`src/rtl/argmax_stream_topk_if.sv`:
```
// Score-stream and result-stream handshake bundle for argmax_stream_topk.
// The master side drives scores and consumes results; the slave side is the unit itself.
interface argmax_stream_topk_if #(
  parameter int DW = 12,
  parameter int IW = 4
);
  logic          in_valid;
  logic          in_ready;
  logic [DW-1:0] in_data;
  logic          out_valid;
  logic          out_ready;
  logic [IW-1:0] out_idx;
  logic [DW-1:0] out_max;
  logic [DW-1:0] out_margin;

  modport master (
    output in_valid, in_data, out_ready,
    input  in_ready, out_valid, out_idx, out_max, out_margin
  );

  modport slave (
    input  in_valid, in_data, out_ready,
    output in_ready, out_valid, out_idx, out_max, out_margin
  );
endinterface

```
`src/rtl/argmax_stream_topk.sv`:
```
// Streaming argmax with top-2 margin: tracks the best and runner-up score of a
// frame online and hands the result downstream over a valid/ready handshake.
module argmax_stream_topk #(
  parameter int DW     = 12,
  parameter int N_MAX  = 10,
  parameter int IW     = $clog2(N_MAX),
  parameter int CW     = $clog2(N_MAX + 1),
  parameter int SIGNED = 1
) (
  input  logic          clk,
  input  logic          rst_n,
  input  logic [CW-1:0] cfg_num_cls,
  input  logic          abort,
  argmax_stream_topk_if.slave bus
);
  typedef enum logic [1:0] {IDLE, ACC, HOLD} state_t;

  localparam logic [DW-1:0] MIN_SCORE = (SIGNED != 0) ? {1'b1, {(DW-1){1'b0}}} : {DW{1'b0}};

  state_t        state, state_nxt;
  logic [IW-1:0] cnt;
  logic [CW-1:0] n_reg, n_first, n_cur;
  logic [DW-1:0] run_max, run_sec;
  logic [IW-1:0] run_idx;
  logic [DW-1:0] cand_max, cand_sec, cand_margin;
  logic [IW-1:0] cand_idx;
  logic          first, accept, last;

  function automatic logic gt(input logic [DW-1:0] a, input logic [DW-1:0] b);
    if (SIGNED != 0) return $signed(a) > $signed(b);
    else             return a > b;
  endfunction

  assign bus.in_ready  = (state != HOLD) || bus.out_ready;
  assign bus.out_valid = (state == HOLD);

  // The counter is zero exactly on the first beat of a frame, so that is where
  // the class count is sampled and where the running registers restart.
  always_comb begin
    n_first = cfg_num_cls;
    if (cfg_num_cls == '0 || cfg_num_cls > CW'(N_MAX)) n_first = CW'(N_MAX);
    first  = (cnt == '0);
    n_cur  = first ? n_first : n_reg;
    accept = bus.in_valid && bus.in_ready && !abort;
    last   = accept && (CW'(cnt) == n_cur - CW'(1));

    cand_max = run_max;
    cand_sec = run_sec;
    cand_idx = run_idx;
    if (first) begin
      cand_max = bus.in_data;
      cand_sec = MIN_SCORE;
      cand_idx = '0;
    end else if (gt(bus.in_data, run_max)) begin
      cand_sec = run_max;
      cand_max = bus.in_data;
      cand_idx = cnt;
    end else if (gt(bus.in_data, run_sec)) begin
      cand_sec = bus.in_data;
    end

    // max >= second, so the DW-bit wrapped difference is the exact distance.
    cand_margin = (n_cur == CW'(1)) ? {DW{1'b1}} : cand_max - cand_sec;
  end

  always_comb begin
    state_nxt = state;
    case (state)
      IDLE, ACC: begin
        if (abort)       state_nxt = IDLE;
        else if (accept) state_nxt = last ? HOLD : ACC;
      end
      HOLD: begin
        if (bus.out_ready) begin
          if (last)        state_nxt = HOLD;
          else if (accept) state_nxt = ACC;
          else             state_nxt = IDLE;
        end
      end
      default: state_nxt = IDLE;
    endcase
  end

  always_ff @(posedge clk or negedge rst_n) begin
    if (!rst_n) state <= IDLE;
    else        state <= state_nxt;
  end

  // Result registers only load on a completing beat, which in HOLD requires
  // out_ready, so a stalled result can never be overwritten.
  always_ff @(posedge clk or negedge rst_n) begin
    if (!rst_n) begin
      cnt            <= '0;
      n_reg          <= '0;
      run_max        <= '0;
      run_sec        <= '0;
      run_idx        <= '0;
      bus.out_idx    <= '0;
      bus.out_max    <= '0;
      bus.out_margin <= '0;
    end else if (abort) begin
      cnt <= '0;
    end else if (accept) begin
      cnt     <= last ? '0 : cnt + IW'(1);
      run_max <= cand_max;
      run_sec <= cand_sec;
      run_idx <= cand_idx;
      if (first) n_reg <= n_first;
      if (last) begin
        bus.out_idx    <= cand_idx;
        bus.out_max    <= cand_max;
        bus.out_margin <= cand_margin;
      end
    end
  end
endmodule
```
`src/flat_wrapper.sv`:
```
// flat-port wrapper written by rule: the top's interface ports become plain ports
module argmax_stream_topk_flat 
#(
  parameter int DW     = 12,
  parameter int N_MAX  = 10,
  parameter int IW     = $clog2(N_MAX),
  parameter int CW     = $clog2(N_MAX + 1),
  parameter int SIGNED = 1
)
  (clk, rst_n, cfg_num_cls, abort, bus_in_valid, bus_in_data, bus_out_ready, bus_in_ready, bus_out_valid, bus_out_idx, bus_out_max, bus_out_margin);
  argmax_stream_topk_if #(.DW(DW), .IW(IW)) bus_i ();
  input  logic clk;
  input  logic rst_n;
  input  logic [CW-1:0] cfg_num_cls;
  input  logic abort;
  input wire logic [$bits(bus_i.in_valid)-1:0] bus_in_valid;
  input wire logic [$bits(bus_i.in_data)-1:0] bus_in_data;
  input wire logic [$bits(bus_i.out_ready)-1:0] bus_out_ready;
  output wire logic [$bits(bus_i.in_ready)-1:0] bus_in_ready;
  output wire logic [$bits(bus_i.out_valid)-1:0] bus_out_valid;
  output wire logic [$bits(bus_i.out_idx)-1:0] bus_out_idx;
  output wire logic [$bits(bus_i.out_max)-1:0] bus_out_max;
  output wire logic [$bits(bus_i.out_margin)-1:0] bus_out_margin;
  assign bus_i.in_valid = bus_in_valid;
  assign bus_i.in_data = bus_in_data;
  assign bus_i.out_ready = bus_out_ready;
  assign bus_in_ready = bus_i.in_ready;
  assign bus_out_valid = bus_i.out_valid;
  assign bus_out_idx = bus_i.out_idx;
  assign bus_out_max = bus_i.out_max;
  assign bus_out_margin = bus_i.out_margin;
  argmax_stream_topk #(.DW(DW), .N_MAX(N_MAX), .IW(IW), .CW(CW), .SIGNED(SIGNED)) u_core (.clk(clk), .rst_n(rst_n), .cfg_num_cls(cfg_num_cls), .abort(abort), .bus(bus_i));
endmodule
```
`config.mk`:
```
export PLATFORM = sky130hd
export DESIGN_NAME = argmax_stream_topk_flat
export DESIGN_NICKNAME = d
export VERILOG_FILES = /design/src/rtl/argmax_stream_topk_if.sv /design/src/rtl/argmax_stream_topk.sv /design/src/flat_wrapper.sv
export SDC_FILE = /design/constraint.sdc
export NUM_CORES = 1
export LEC_CHECK = 0
export ABC_CLOCK_PERIOD_IN_PS = 5840
export CORE_ASPECT_RATIO = 1.1
export CORE_MARGIN = 3
export CORE_UTILIZATION = 30
export CTS_CLUSTER_SIZE = 8
export DETAILED_ROUTE_END_ITERATION = 8
export PLACE_DENSITY = 0.56
export RECOVER_POWER = 100
export SYNTH_ARGS = -nofsm -noshare
export SYNTH_HDL_FRONTEND = slang
export SYNTH_SLANG_ARGS = --single-unit
```
`constraint.sdc`:
```
create_clock -name clk -period 5.84 [get_ports clk]
set_input_delay 0.584 -clock clk [delete_from_list [all_inputs] [get_ports clk]]
set_output_delay 0.584 -clock clk [all_outputs]
set_load 0.05 [all_outputs]
```
Word-level counts from Yosys, hierarchy flattened
Cells that the tools add are included.

storage, ports and cells
  output and inout bits = 30
  bits of input ports = 21
  logic and storage cells = 60
  register bits after elaboration = 66

operators by class
  $add $sub $neg = 3
  muxes and demuxes = 23
  bitwise gates (word level) = 1
  reductions and logical operators = 14
  equal/unequal tests = 7
  magnitude comparators = 3

operator list
  kind                   number
  $mux W12               6
  $mux W4                7
  $gt A12 B12 Y1         2
  $sub A12 B12 Y12       1
  $mux W2                5
  $logic_not A4 Y1       2
  $add A4 B1 Y4 const B  1
  $eq A4 B1 Y1 const B   1
  $eq A4 B4 Y1           1
  $gt A4 B4 Y1 const B   1
  $mux W1                4
  $ne A2 B2 Y1 const B   2
  $pmux W2 S2            1
  $reduce_and A2 Y1      2
  $sub A4 B1 Y4 const B  1
  $logic_and A1 B1 Y1    3
  $ne A3 B2 Y1 const B   1
  $reduce_and A3 Y1      1
  $eq A2 B1 Y1 const B   1
  $eq A2 B2 Y1 const B   1
  $logic_not A2 Y1       1
  $logic_or A1 B1 Y1     2
  $reduce_bool A2 Y1     1
  $reduce_or A2 Y1       1
  other kinds (2)        2

Logic depth before layout (Yosys ltp)
  depth after elaboration = 11
  mapped depth = 22
  mapped depth without buffers = 20

Least setup slack after synthesis
Ideal clock, no wire load.

  path kind = input -> register
  start point = in bus_in_data[9]
  end point = reg u_core.bus.out_margin[11]
  arrival time = 4.478 ns
  setup time = 0.122 ns
  buffers on the path = 2
  data required time = 5.718 ns
  stages = 17
  slack = 1.240 ns
  cell sequence = ha_1 a21o_1 a2111o_1 o31a_1 buf_6 nor2_2 buf_2 mux2i_1 inv_1 ha_1 nor2b_1 o31a_1 o41a_1 a22oi_1 a21oi_1 or4b_1 o2111a_1

between the ends
  elaborated cells on any way between the ends = 12
  classes of those cells = add/sub: 1; order compare: 2; mux: 9

RTL lines
  what                          line                         RTL
  from (decl)                   flat_wrapper.sv:17           input wire logic [$bits(bus_i.in_data)-1:0] bus_in_data;
  $gt A12 B12 Y1                argmax_stream_topk.sv:30     if (SIGNED != 0) return $signed(a) > $signed(b);
  $mux W1                       argmax_stream_topk.sv:50     if (first) begin
  $mux W12                      argmax_stream_topk.sv:54     end else if (gt(bus.in_data, run_max)) begin
  $mux W12                      argmax_stream_topk.sv:50
  named net u_core.cand_max[1]  argmax_stream_topk.sv:25     logic [DW-1:0] cand_max, cand_sec, cand_margin;
  $sub A12 B12 Y12              argmax_stream_topk.sv:63     cand_margin = (n_cur == CW'(1)) ? {DW{1'b1}} : cand_max - cand_sec;
  $mux W12                      argmax_stream_topk.sv:63
  to (signal assigned)          argmax_stream_topk.sv:112    bus.out_margin <= cand_margin;
  to (decl)                     argmax_stream_topk_if.sv:23  output in_ready, out_valid, out_idx, out_max, out_margin

The timed path passes the listed nets, and every way through them passes these cells. The select of a mux whose other input is x is not followed.
A chain may end at the register's enable or synchronous reset.

Worst setup path in the final report
  start point = in bus_in_data[9]
  end point = reg u_core.bus.out_margin[11]

between the ends
  word-level cells in the longest chain between the ends = 8
  elaborated cells on any way between the ends = 12
  classes of those cells = add/sub: 1; order compare: 2; mux: 9

RTL lines
  what                  line                      RTL
  $gt A12 B12 Y1        argmax_stream_topk.sv:30
  $mux W1               argmax_stream_topk.sv:54
  $mux W1               argmax_stream_topk.sv:50
  $mux W12              argmax_stream_topk.sv:58  end else if (gt(bus.in_data, run_sec)) begin
  $mux W12              argmax_stream_topk.sv:54
  $mux W12              argmax_stream_topk.sv:50
  $sub A12 B12 Y12 (*)  argmax_stream_topk.sv:63
  $mux W12 (*)          argmax_stream_topk.sv:63

Mark *: on every way between the ends. The rest lies on a longest branch, timed or not. The select of a mux whose other input is x is not followed.

==> results.md <==
* Status: finished, violations left
* Failing checks: capacitance limit, slew limit
* Synth Warn # at 0
* DRT Pass-1 Iters at 4
* Hold-critical path depth at 1
* Skew-Pair Late Insertion Delay at ~0.33 ns
* Setup violators final at 0
* Dpl ws at roughly 0.55 ns
* Largest net degree at the start of global routing at 67
* Final TNS setup at 0 ns
* Startpoint types: input pin
* Design area at between 0.005 and 0.006 sq mm
* DP Wirelength at 8020 microns
* Initial DRC count at 150
* CTS resizes at 0
* # port buffers at 50
* Row cnt at 45
* Worst r2r path cells at 13
* Power Dens Cells at between 400 and 500 mW/mm^2
* Mapped Cells at roughly 460
* Slowest cell on crit path: dlygate4sd3_1
* R2R Path End: u_core.bus.out_idx[2]$_DFFE_PN0P_
* Hold endpoint: u_core.bus.out_max[7]$_DFFE_PN0P_
* CP required at between 6 and 7 ns
* N_diodes at 0
* Antenna-violating nets left at 0
* Share of layout cells above drive strength 1 at under 10%
* Final nets at 570
* Final estimated routing congestion in global placement at between 0.8 and 0.9
* Seq/Total Area, Yosys at between 30 and 40%
* Setup crit end kind: flop
* Synth Register Bits at 66
* Placed Cells at 686
* Placed cell area at 0.00506 sq mm
* Die H at 132 microns
* Setup slack after layout at 0.601 ns
* Largest stage delay on the critical path at ~0.62 ns
* Syn Area/Cell at between 9 and 10 sq um
* Die area at 0.0160 sq mm
* Clock H-tree levels at 3
* Setup Fix Bufs, Post-CTS at 0
* Slew HR at -143%
* Via Count at approximately 3.5k
* Total GRT Usage at between 10 and 15%
* Crit Path Class: input pin to flop
* Vias per cell at roughly 5
* Final hold vios at 0
* LEAKAGE at roughly 2.4 nW
* Fin crit share at around nine tenths
* Ports at around 50
* Routed WL at 10800 microns
* Crit. Startpoint: bus_in_data[9]
* Most frequent cells in the layout: dfrtp_1, nand2_1, ha_1
* Post-synthesis async set-or-reset flop share at 100%
* CTS buffer count at 9
* Area grow syn2layout at 21.8%
* Critical Path Most Common Cell: ha_1
* Hold_sp: u_core.bus.out_max[7]$_DFFE_PN0P_
* Min Tclk post-route at around 5.2 ns
* Post-Syn Nets at 520
* CP max FO at 8
* Gr ovfl total at 0
* Mapped Area at about 0.0044 sq mm
* Number of antenna violations at the first check in global routing at 0
* MaxCap Viol Count at 4
* Clk_skew at approximately 0.0074 ns
* Most common cell after layout, fill and taps aside: dfrtp_1
* Max Clock Freq at roughly 0.19 GHz
* CTS tree: done
* Die width at 121 microns
* Final Max Tran Viols at ~160
* Clk pin slew, worst setup/hold paths at roughly 0.05 ns
* Worst vdd ir at ~0.00026 V
* Least-Margin Pin Slew at 3.64 ns
* Number of synthesized flops with an enable pin at 0
* WP data arrival at 5.45 ns
* Setup repair after global routing missed its margin: no
* Top FF cell, synth: dfrtp_1
* Hold WC Path Type: flop to flop
* R2R Setup Slk at about 1.1 ns
* Vias in the first global route at around 3.5k
* Initial Util at 31.1%
* CTS Hold Bufs at 0
* Post-Layout Cell Count at 701
* Crit Reg-Reg Startpoint: u_core.cnt[0]$_DFFE_PN0P_
* CTS Root Cell: clkbuf_16
* Core area at roughly 0.014 sq mm
* Longest Clk Path Bufs at 2
* Critical-path cell list: dlygate4sd3_1 > ha_1 > a21o_1 > a2111oi_0 > a31oi_2 > clkbuf_1 > mux2i_1 > o21ai_0 > nand2_1 > ha_1 > nor2b_1 > o31a_1 > o41a_1 > a22oi_1 > a21oi_1 > or4b_1 > o2111a_1
* # DRC at 0
* First-pass GRT wire length at about 18000 microns
* Routed WL per cell at 15.3 microns
* Sink Count at 66
* Yosys cell types at 66
[Yosys cell counts, types with 3 or more instances]
master / number / area share [%]
dfrtp_1: 66 / 38
nand2_1: 43 / 3.7
ha_1: 39 / 11
inv_1: 35 / 3.0
a21oi_1: 32 / 3.7
o21ai_0: 30 / 3.4
nor2_1: 24 / 2.1
mux2_2: 21 / 5.4
mux2i_1: 15 / 3.4
mux2_1: 11 / 2.8
clkbuf_1: 9 / 0.77
nor2b_1: 9 / 1.3
o21ai_1: 9 / 1.0
buf_2: 8 / 0.92
nor3_1: 8 / 0.92
xor2_1: 8 / 1.6
nand3_1: 7 / 0.80
nand4_1: 7 / 1.0
a21o_1: 6 / 1.0
xnor2_1: 6 / 1.2
nand2b_1: 5 / 0.72
a22o_1: 3 / 0.60
and2_1: 3 / 0.43
o211ai_1: 3 / 0.52
o31a_1: 3 / 0.60
[logic make-up after synthesis]
kind of cell	Yosys count	synth area share, %
simple gates	127	15.1
flops	66	37.9
mux	47	11.7
fa+ha+maj	40	11.7
xor+xnor	14	2.81
buf+inv	55	5.14
compound gates	110	15.7
[area by class of cell]
| class | instances | area, sq um |
|---|---|---|
| Clock inverter | 3 | 15.0 |
| Tap cell | 188 | 235 |
| Timing Repair Buffer | 58 | 538 |
| Fill cell | 1378 | 8710 |
| Clock buffer | 12 | 256 |
| Sequential cell | 66 | 1650 |
| Inverter | 36 | 135 |
| Multi-Input combinational cell | 338 | 2480 |
[routing by layer]
layer	wire length (microns)	global-route usage [%]
met5	0	0
met4	136	4.66
met3	310	2.39
met2	5020	22.1
met1	5290	19.6
[per-stage QoR]
stage | hold WS (ns) | total power, mW | util (%)
CTS | 0.487 | 2.65 | 38.0
global placement | 0.476 | 2.13 | 36.1
finish | 0.490 | 2.58 | 37.9
floorplan | 0.288 | 1.71 | -
global route | 0.522 | 2.76 | 37.9
detailed placement | 0.488 | 2.14 | 36.1
[worst max-delay path: cells and delay by family]
family / cells / cell delay (ns)
AOI/OAI and AO/OA: 9 / 2.29
buffers and inverters: 2 / 0.96
and+or+nand+nor: 3 / 0.75
adders and majority gates: 2 / 0.67
muxes: 1 / 0.19
[where the power goes]
| group | internal, mW | leakage [nW] | switching (mW) | total [mW] |
|---|---|---|---|---|
| Sequential | 0.618 | 0.823 | 0.118 | 0.736 |
| Clock | 0.306 | 0.138 | 0.191 | 0.497 |
| Combinational | 0.495 | 1.40 | 0.849 | 1.34 |
[worst max path at each step]
stage	to	depth (start not counted)
floorplan	u_core.bus.out_margin[11]$_DFFE_PN0P_	17
global placement	u_core.bus.out_margin[11]$_DFFE_PN0P_	16
detailed placement	u_core.bus.out_margin[11]$_DFFE_PN0P_	17
CTS	u_core.bus.out_margin[11]$_DFFE_PN0P_	17
global route	u_core.bus.out_margin[11]$_DFFE_PN0P_	18
finish	u_core.bus.out_margin[11]$_DFFE_PN0P_	17
No activity file was read; power rests on OpenSTA's default activity.
